[config.mk]
export PLATFORM = sky130hd
export DESIGN_NAME = expansion_uart_host
export DESIGN_NICKNAME = d
export VERILOG_FILES = /design/src/rtl/expansion_io_pkg.sv /design/src/rtl/io_bus_cycle.sv /design/src/rtl/expansion_uart_host.sv
export SDC_FILE = /design/constraint.sdc
export NUM_CORES = 1
export LEC_CHECK = 0
export ABC_AREA = 1
export BUFFER_PORTS_ARGS = -buffer_cell sky130_fd_sc_hd__buf_2
export CAP_MARGIN = 20
export CORE_MARGIN = 4
export CORE_UTILIZATION = 49
export CTS_CLUSTER_SIZE = 10
export DETAILED_ROUTE_END_ITERATION = 10
export PLACE_DENSITY = 0.86
export SLEW_MARGIN = 20
export SYNTH_ARGS = -nofsm -noshare
export SYNTH_HDL_FRONTEND = slang
export SYNTH_SLANG_ARGS = --single-unit
[constraint.sdc]
create_clock -name i_clkDesign -period 1.25 [get_ports i_clkDesign]
set_input_delay 0.0625 -clock i_clkDesign [delete_from_list [all_inputs] [get_ports i_clkDesign]]
set_output_delay 0.0625 -clock i_clkDesign [all_outputs]
set_load 0.01 [all_outputs]
[src/rtl/expansion_io_pkg.sv]
// Shared definitions for expansion-card IO-bus hosts: register offsets, slot and bus-op type.
// No logic; address helper builds {slot, offset}.
package expansion_io_pkg;

    localparam logic [2:0] UART_OFS_RXEMPTY = 3'h1;
    localparam logic [2:0] UART_OFS_TXFULL  = 3'h2;
    localparam logic [2:0] UART_OFS_DATA    = 3'h3;
    localparam logic [4:0] UART_SLOT        = 5'd1;

    typedef enum logic {
        OP_RD = 1'b0,
        OP_WR = 1'b1
    } busOp_t;

    function automatic logic [7:0] ioAddr(input logic [4:0] slot, input logic [2:0] ofs);
        return {slot, ofs};
    endfunction

endpackage

[src/rtl/io_bus_cycle.sv]
// One IO-bus access: SETUP 1, STROBE (STROBE_RD reads / 1 write), HOLD 1, RELEASE 1 with done; all pins registered.
// Start is taken only in IDLE or RELEASE, so back-to-back accesses keep exactly one NCE-high cycle.
module io_bus_cycle
    import expansion_io_pkg::*;
#(
    parameter int STROBE_RD = 2
) (
    input  logic       i_clkDesign,
    input  logic       i_resetn,
    input  logic       i_start,
    input  busOp_t     i_op,
    input  logic [7:0] i_addr,
    input  logic [7:0] i_wdata,
    input  logic [7:0] i_bus,
    output logic       o_done,
    output logic       o_strobeEnd,
    output logic [7:0] o_rdata,
    output logic       o_ioNCE,
    output logic [7:0] o_ioAddress,
    output logic       o_ioNOE,
    output logic       o_ioNWE,
    output logic [7:0] o_bus,
    output logic       o_busOE,
    output logic       o_busy
);

    typedef enum logic [2:0] {
        BUS_IDLE,
        BUS_SETUP,
        BUS_STROBE,
        BUS_HOLD,
        BUS_RELEASE
    } busState_t;

    localparam logic [1:0] STROBE_LAST = 2'(STROBE_RD - 1);

    busState_t  state, stateNext;
    busOp_t     op, opNext;
    logic [1:0] strobeCnt, strobeCntNext;
    logic [7:0] addrNext, wdataNext;
    logic       lastStrobe;
    logic       activeNext;

    always_comb begin
        stateNext     = state;
        opNext        = op;
        strobeCntNext = strobeCnt;
        addrNext      = o_ioAddress;
        wdataNext     = o_bus;
        lastStrobe    = (state == BUS_STROBE) && ((op == OP_WR) || (strobeCnt == STROBE_LAST));
        case (state)
            BUS_IDLE, BUS_RELEASE: begin
                if (i_start) begin
                    stateNext = BUS_SETUP;
                    opNext    = i_op;
                    addrNext  = i_addr;
                    if (i_op == OP_WR) begin
                        wdataNext = i_wdata;
                    end
                end else begin
                    stateNext = BUS_IDLE;
                end
            end
            BUS_SETUP: begin
                stateNext     = BUS_STROBE;
                strobeCntNext = 2'd0;
            end
            BUS_STROBE: begin
                if (lastStrobe) begin
                    stateNext = BUS_HOLD;
                end else begin
                    strobeCntNext = strobeCnt + 2'd1;
                end
            end
            BUS_HOLD: stateNext = BUS_RELEASE;
            default:  stateNext = BUS_IDLE;
        endcase
        activeNext = (stateNext == BUS_SETUP) || (stateNext == BUS_STROBE) || (stateNext == BUS_HOLD);
    end

    assign o_done      = (state == BUS_RELEASE);
    assign o_strobeEnd = lastStrobe;

    // Pins are computed from the next state so every bus output comes straight from a flop.
    always_ff @(posedge i_clkDesign or negedge i_resetn) begin
        if (!i_resetn) begin
            state       <= BUS_IDLE;
            op          <= OP_RD;
            strobeCnt   <= 2'd0;
            o_rdata     <= 8'h00;
            o_ioNCE     <= 1'b1;
            o_ioAddress <= 8'h00;
            o_ioNOE     <= 1'b1;
            o_ioNWE     <= 1'b1;
            o_bus       <= 8'h00;
            o_busOE     <= 1'b0;
            o_busy      <= 1'b0;
        end else begin
            state       <= stateNext;
            op          <= opNext;
            strobeCnt   <= strobeCntNext;
            o_ioAddress <= addrNext;
            o_bus       <= wdataNext;
            o_ioNCE     <= !activeNext;
            o_busy      <= activeNext;
            o_ioNOE     <= !((stateNext == BUS_STROBE) && (opNext == OP_RD));
            o_ioNWE     <= !((stateNext == BUS_STROBE) && (opNext == OP_WR));
            o_busOE     <= activeNext && (opNext == OP_WR);
            if (lastStrobe && (op == OP_RD)) begin
                o_rdata <= i_bus;
            end
        end
    end

endmodule

[src/rtl/expansion_uart_host.sv]
// UART expansion-card host: 1-entry TX buffer and RX holding register, round-robin polled over the IO bus.
// Accept -> NWE low is 5 + STROBE_RD cycles minimum; o_txReady drops while the TX byte waits, o_rxValid holds until i_rxReady.
module expansion_uart_host
    import expansion_io_pkg::*;
#(
    parameter int SLOT      = int'(UART_SLOT),
    parameter int STROBE_RD = 2,
    parameter int POLL_GAP  = 4
) (
    input  logic       i_clkDesign,
    input  logic       i_resetn,
    input  logic [7:0] i_txData,
    input  logic       i_txValid,
    output logic       o_txReady,
    output logic [7:0] o_rxData,
    output logic       o_rxValid,
    input  logic       i_rxReady,
    output logic       o_ioNCE,
    output logic [7:0] o_ioAddress,
    output logic       o_ioNOE,
    output logic       o_ioNWE,
    output logic [7:0] o_bus,
    output logic       o_busOE,
    input  logic [7:0] i_bus,
    output logic       o_busy
);

    typedef enum logic [2:0] {
        IDLE,
        TX_POLL,
        TX_WRITE,
        RX_POLL,
        RX_READ,
        GAP
    } svcState_t;

    localparam logic [4:0] SLOT_NUM     = 5'(SLOT);
    localparam logic [7:0] ADDR_RXEMPTY = ioAddr(SLOT_NUM, UART_OFS_RXEMPTY);
    localparam logic [7:0] ADDR_TXFULL  = ioAddr(SLOT_NUM, UART_OFS_TXFULL);
    localparam logic [7:0] ADDR_DATA    = ioAddr(SLOT_NUM, UART_OFS_DATA);
    localparam logic [3:0] GAP_LOAD     = (POLL_GAP > 1) ? 4'(POLL_GAP - 1) : 4'd0;

    svcState_t  state, stateNext;
    logic [7:0] txBuf;
    logic       txBufFull, txBufFullNext;
    logic       txAccept, txClear;
    logic       rxHoldFull, rxLoad;
    logic       lastWasTx, lastWasTxNext;
    logic [3:0] gapCnt, gapCntNext;

    logic       busStart, busDone, busStrobeEnd;
    busOp_t     busOp;
    logic [7:0] busAddr, busRdata;

    io_bus_cycle #(
        .STROBE_RD (STROBE_RD)
    ) busCycle (
        .i_clkDesign (i_clkDesign),
        .i_resetn    (i_resetn),
        .i_start     (busStart),
        .i_op        (busOp),
        .i_addr      (busAddr),
        .i_wdata     (txBuf),
        .i_bus       (i_bus),
        .o_done      (busDone),
        .o_strobeEnd (busStrobeEnd),
        .o_rdata     (busRdata),
        .o_ioNCE     (o_ioNCE),
        .o_ioAddress (o_ioAddress),
        .o_ioNOE     (o_ioNOE),
        .o_ioNWE     (o_ioNWE),
        .o_bus       (o_bus),
        .o_busOE     (o_busOE),
        .o_busy      (o_busy)
    );

    always_comb begin
        stateNext     = state;
        busStart      = 1'b0;
        busOp         = OP_RD;
        busAddr       = ADDR_RXEMPTY;
        gapCntNext    = gapCnt;
        lastWasTxNext = lastWasTx;
        txClear       = 1'b0;
        rxLoad        = 1'b0;
        case (state)
            IDLE: begin
                // TX wins unless RX is also waiting and TX was the last one served.
                if (txBufFull && (rxHoldFull || !lastWasTx)) begin
                    busStart      = 1'b1;
                    busAddr       = ADDR_TXFULL;
                    stateNext     = TX_POLL;
                    lastWasTxNext = 1'b1;
                end else if (!rxHoldFull) begin
                    busStart      = 1'b1;
                    busAddr       = ADDR_RXEMPTY;
                    stateNext     = RX_POLL;
                    lastWasTxNext = 1'b0;
                end
            end
            TX_POLL: begin
                if (busDone) begin
                    if (busRdata[0]) begin
                        stateNext  = GAP;
                        gapCntNext = GAP_LOAD;
                    end else begin
                        busStart  = 1'b1;
                        busOp     = OP_WR;
                        busAddr   = ADDR_DATA;
                        stateNext = TX_WRITE;
                    end
                end
            end
            TX_WRITE: begin
                txClear = busStrobeEnd;
                if (busDone) begin
                    stateNext = IDLE;
                end
            end
            RX_POLL: begin
                if (busDone) begin
                    if (busRdata[0]) begin
                        stateNext  = GAP;
                        gapCntNext = GAP_LOAD;
                    end else begin
                        busStart  = 1'b1;
                        busAddr   = ADDR_DATA;
                        stateNext = RX_READ;
                    end
                end
            end
            RX_READ: begin
                if (busDone) begin
                    rxLoad    = 1'b1;
                    stateNext = IDLE;
                end
            end
            GAP: begin
                if (gapCnt == 4'd0) begin
                    stateNext = IDLE;
                end else begin
                    gapCntNext = gapCnt - 4'd1;
                end
            end
            default: stateNext = IDLE;
        endcase
    end

    // The write data is already latched in the bus cycle, so the buffer frees up as the strobe ends.
    assign txAccept      = i_txValid && o_txReady;
    assign txBufFullNext = (txBufFull && !txClear) || txAccept;
    assign o_rxValid     = rxHoldFull;

    always_ff @(posedge i_clkDesign or negedge i_resetn) begin
        if (!i_resetn) begin
            state      <= IDLE;
            gapCnt     <= 4'd0;
            lastWasTx  <= 1'b0;
            txBuf      <= 8'h00;
            txBufFull  <= 1'b0;
            o_txReady  <= 1'b0;
            rxHoldFull <= 1'b0;
            o_rxData   <= 8'h00;
        end else begin
            state     <= stateNext;
            gapCnt    <= gapCntNext;
            lastWasTx <= lastWasTxNext;
            txBufFull <= txBufFullNext;
            o_txReady <= !txBufFullNext;
            if (txAccept) begin
                txBuf <= i_txData;
            end
            if (rxLoad) begin
                rxHoldFull <= 1'b1;
                o_rxData   <= busRdata;
            end else if (rxHoldFull && i_rxReady) begin
                rxHoldFull <= 1'b0;
            end
        end
    end

endmodule

==> results.toml <==
[logic_synthesis]
synth-seq-cells = 57
yosys_most_used_dff = "dfrtp_1"
yosysMostFrequentCell = "nand2_1"
synth.distinct_cells = 29
synth_cells = 267
synth_common_cells = "nand2_1 (74), dfrtp_1 (54), inv_1 (38)"
ys_top_cells_by_area = "dfrtp_1 (54%), nand2_1 (11%), inv_1 (5.7%)"
synth_edf_count = 0
netlist_area_um2 = 2485
synthArstFlopShare_pct = 100.0
yosys_warnings = 0
ys_seq_area_share_pct = 57.55
synth_top_cell_by_area = "dfrtp_1"
synth.avg_cell_area_um2 = 9.307
yosysTopAreaCellShare_pct = 54.38

[floorplan]
initial_core_util_pct = 51.58
fp.dieArea_um2 = 6274
pin_count = 51
rows = 25
core_area_um2 = 4817
die_height_um = 79.21
die_w_um = 79.21

[placement]
place_inst = 401
place_congestion = 0.8359
numPortBuffers = 45
dp_slack_ns = -0.1759
dpl.hpwl_mm = 3.465

[clock_tree]
clk_pin_slew_ns = 0.06
htreeDepth = 3
tritoncts = "built"
clk_latency_ns = 0.34
cts_sinks = 57
cts_buffers = 9
cts.root.buffer_cell = "clkbuf_8"
cts_buffer_depth = 2

[layout]
syn2layout_area_growth_pct = 54.18
sequential_cell_area_um2 = 1434
antenna_cells = 0
drive_above_1_share_pct = 52.37
fill_cells = 274
nets = 397
multi_input_area_um2 = 1140
stdcell_count = 447

[worst_setup_path]
slowest_delay_ns = 0.50
worst-path-buf-inv = 1
cp_slowest_cell = "dfrtp_2"
path_cells = "buf_6, o21ai_1, nand3_1, nand2_2, nor2_4, nand2_1, nand2_1"
crit_top_cell = "nand2_1"
required_ns = 1.47
endpoint_kind = "flip-flop"
setup.worst_path.start_class = "flip-flop"
crit_type = "reg2reg"
worst_ep_arrival_time_ns = 1.65
cp_top_family = "flip-flops"
worstPathMaxFanout = 6

[grt]
grt_overflow = 0
grt_max_degree = 58
grt_pass1_wl_mm = 9.763
gr-usage-all-layers_pct = 20.25
grt_pass1_vias = 2105
antenna_found_initial = 0

[sta]
finalCriticalPeriod_ns = 1.423
tns_ns = -4.772
fin_crit_sh_pct = 113.9
rsz0062_at_grt = "yes"
setup_viol = 47
skew_ns = 0.01015
hold_viol_final = 0
worst_slack_ns = -0.1733
drv_slew = 0
whs_ns = 0.2234
fmax_mhz = 702.6

[drt]
wl_met2_mm = 4.239
top_layer = "met4"
antenna_left = 0
wire_per_inst_um = 18.65
drcViolationCount = 0
wl_met3_um = 691
finalWirelength_mm = 8.338
drtIter0Drc = 232
via_count = 2427
avgViaCountPerCell = 5.430
wl_met1_mm = 2.990
dr.pass1.iters = 5

[run_status]
violations = "negative setup slack"
status = "complete, but fails checks"

[power]
leakagePower_uw = 0.001958
p_per_area_nw_per_um2 = 2570
total_power_uw = 9847
ir_drop_uv = 1481

[run]
cap_viol_max_count = 0

[hold_path]
hold_class = "in2reg"
-- layout make-up --
class                      count  area share [%]
sequential                    57           37.43
multi-input combinational    165           29.75
timing repair buffer         101           20.28
clock buffer                  14           4.507
inverter                      40           4.115
tap                           67           2.188
clock inverter                 2           1.568
timing repair inverter         1          0.1633
-- tightest hold or removal path, stage by stage --
cell,delay [ns]
buf_2,0.08
nand2_1,0.17
nand2_1,0.19
-- final timing paths --
kind,start,end,slack (ns),cells after the start
max,state[0],state[2],-0.17,7
min reg2reg,busCycle.o_ioAddress[3],busCycle.o_ioAddress[3],0.46,2
min,i_txValid,txBufFull,0.22,3
min in group asynchronous,i_resetn,txBuf[5],0.24,3
max in group asynchronous,i_resetn,busCycle.o_ioNWE,0.72,3
max reg2reg,state[0],state[2],-0.17,7
-- power by group --
group | total [µW] | switching, µW | internal (µW)
Combinational | 4520 | 2540 | 1970
Sequential | 3280 | 669 | 2610
Clock | 2060 | 768 | 1290
-- metrics by stage --
stage               cell area [µm²]  util [%]
floorplan                      2506         -
finish                         3831     79.53
CTS                            3462     71.87
detailed placement             2973     61.71
global route                   3831     79.53
global placement               2973     61.71
-- cells in the final DEF, fill, tap and decap left out, drive strengths merged --
| cell | instances |
|---|---|
| nand2 | 78 |
| nor3 | 3 |
| dfstp | 3 |
| inv | 40 |
| mux2 | 5 |
| buf | 81 |
| nand3 | 11 |
| bufinv | 2 |
| nand4 | 1 |
| ha | 2 |
| nor2 | 15 |
| conb | 5 |
| o22ai | 1 |
| dfrtp | 54 |
| clkbuf | 16 |
| or2 | 2 |
| clkinv | 1 |
| xnor2 | 1 |
| dlygate4sd3 | 18 |
| o21ai | 34 |
| a21oi | 7 |
-- state kept, by name, indices dropped and copies added (netlist names), 2 cells and up --
register              cells
busCycle.o_bus            8
busCycle.o_ioAddress      3
busCycle.o_rdata          8
busCycle.state            3
busCycle.strobeCnt        2
gapCnt                    4
o_rxData                  8
state                     3
txBuf                     8
-- kinds of logic after synthesis --
logic type	count (synthesis)	synth area share [%]
and+or+nand+nor	109	18.73
AOI/OAI and AO/OA	42	10.32
adders and majority gates	2	1.007
buffers and inverters	50	9.617
other	1	0.1509
muxes	5	2.266
DFF	57	57.55
xor gates and xnor gates	1	0.3525
-- timing repair --
action | 4_1_cts | 5_1_grt
gates resized for setup | 28 | 95
setup buffers | 2 | 8
endpoints found under the setup margin | 34 | 44
hold buffers | 18 | 0
endpoints found under the hold margin | 74 | 0
cloned | 1 | 3
pin swaps | 9 | 18
-- metal layers --
layer	track usage, %	vias to the layer above
met5	0	-
met3	4.762	44
met2	33.42	174
li1	-	1049
met1	24.98	1160
met4	9.794	0
No activity file was read; power rests on OpenSTA's default activity.
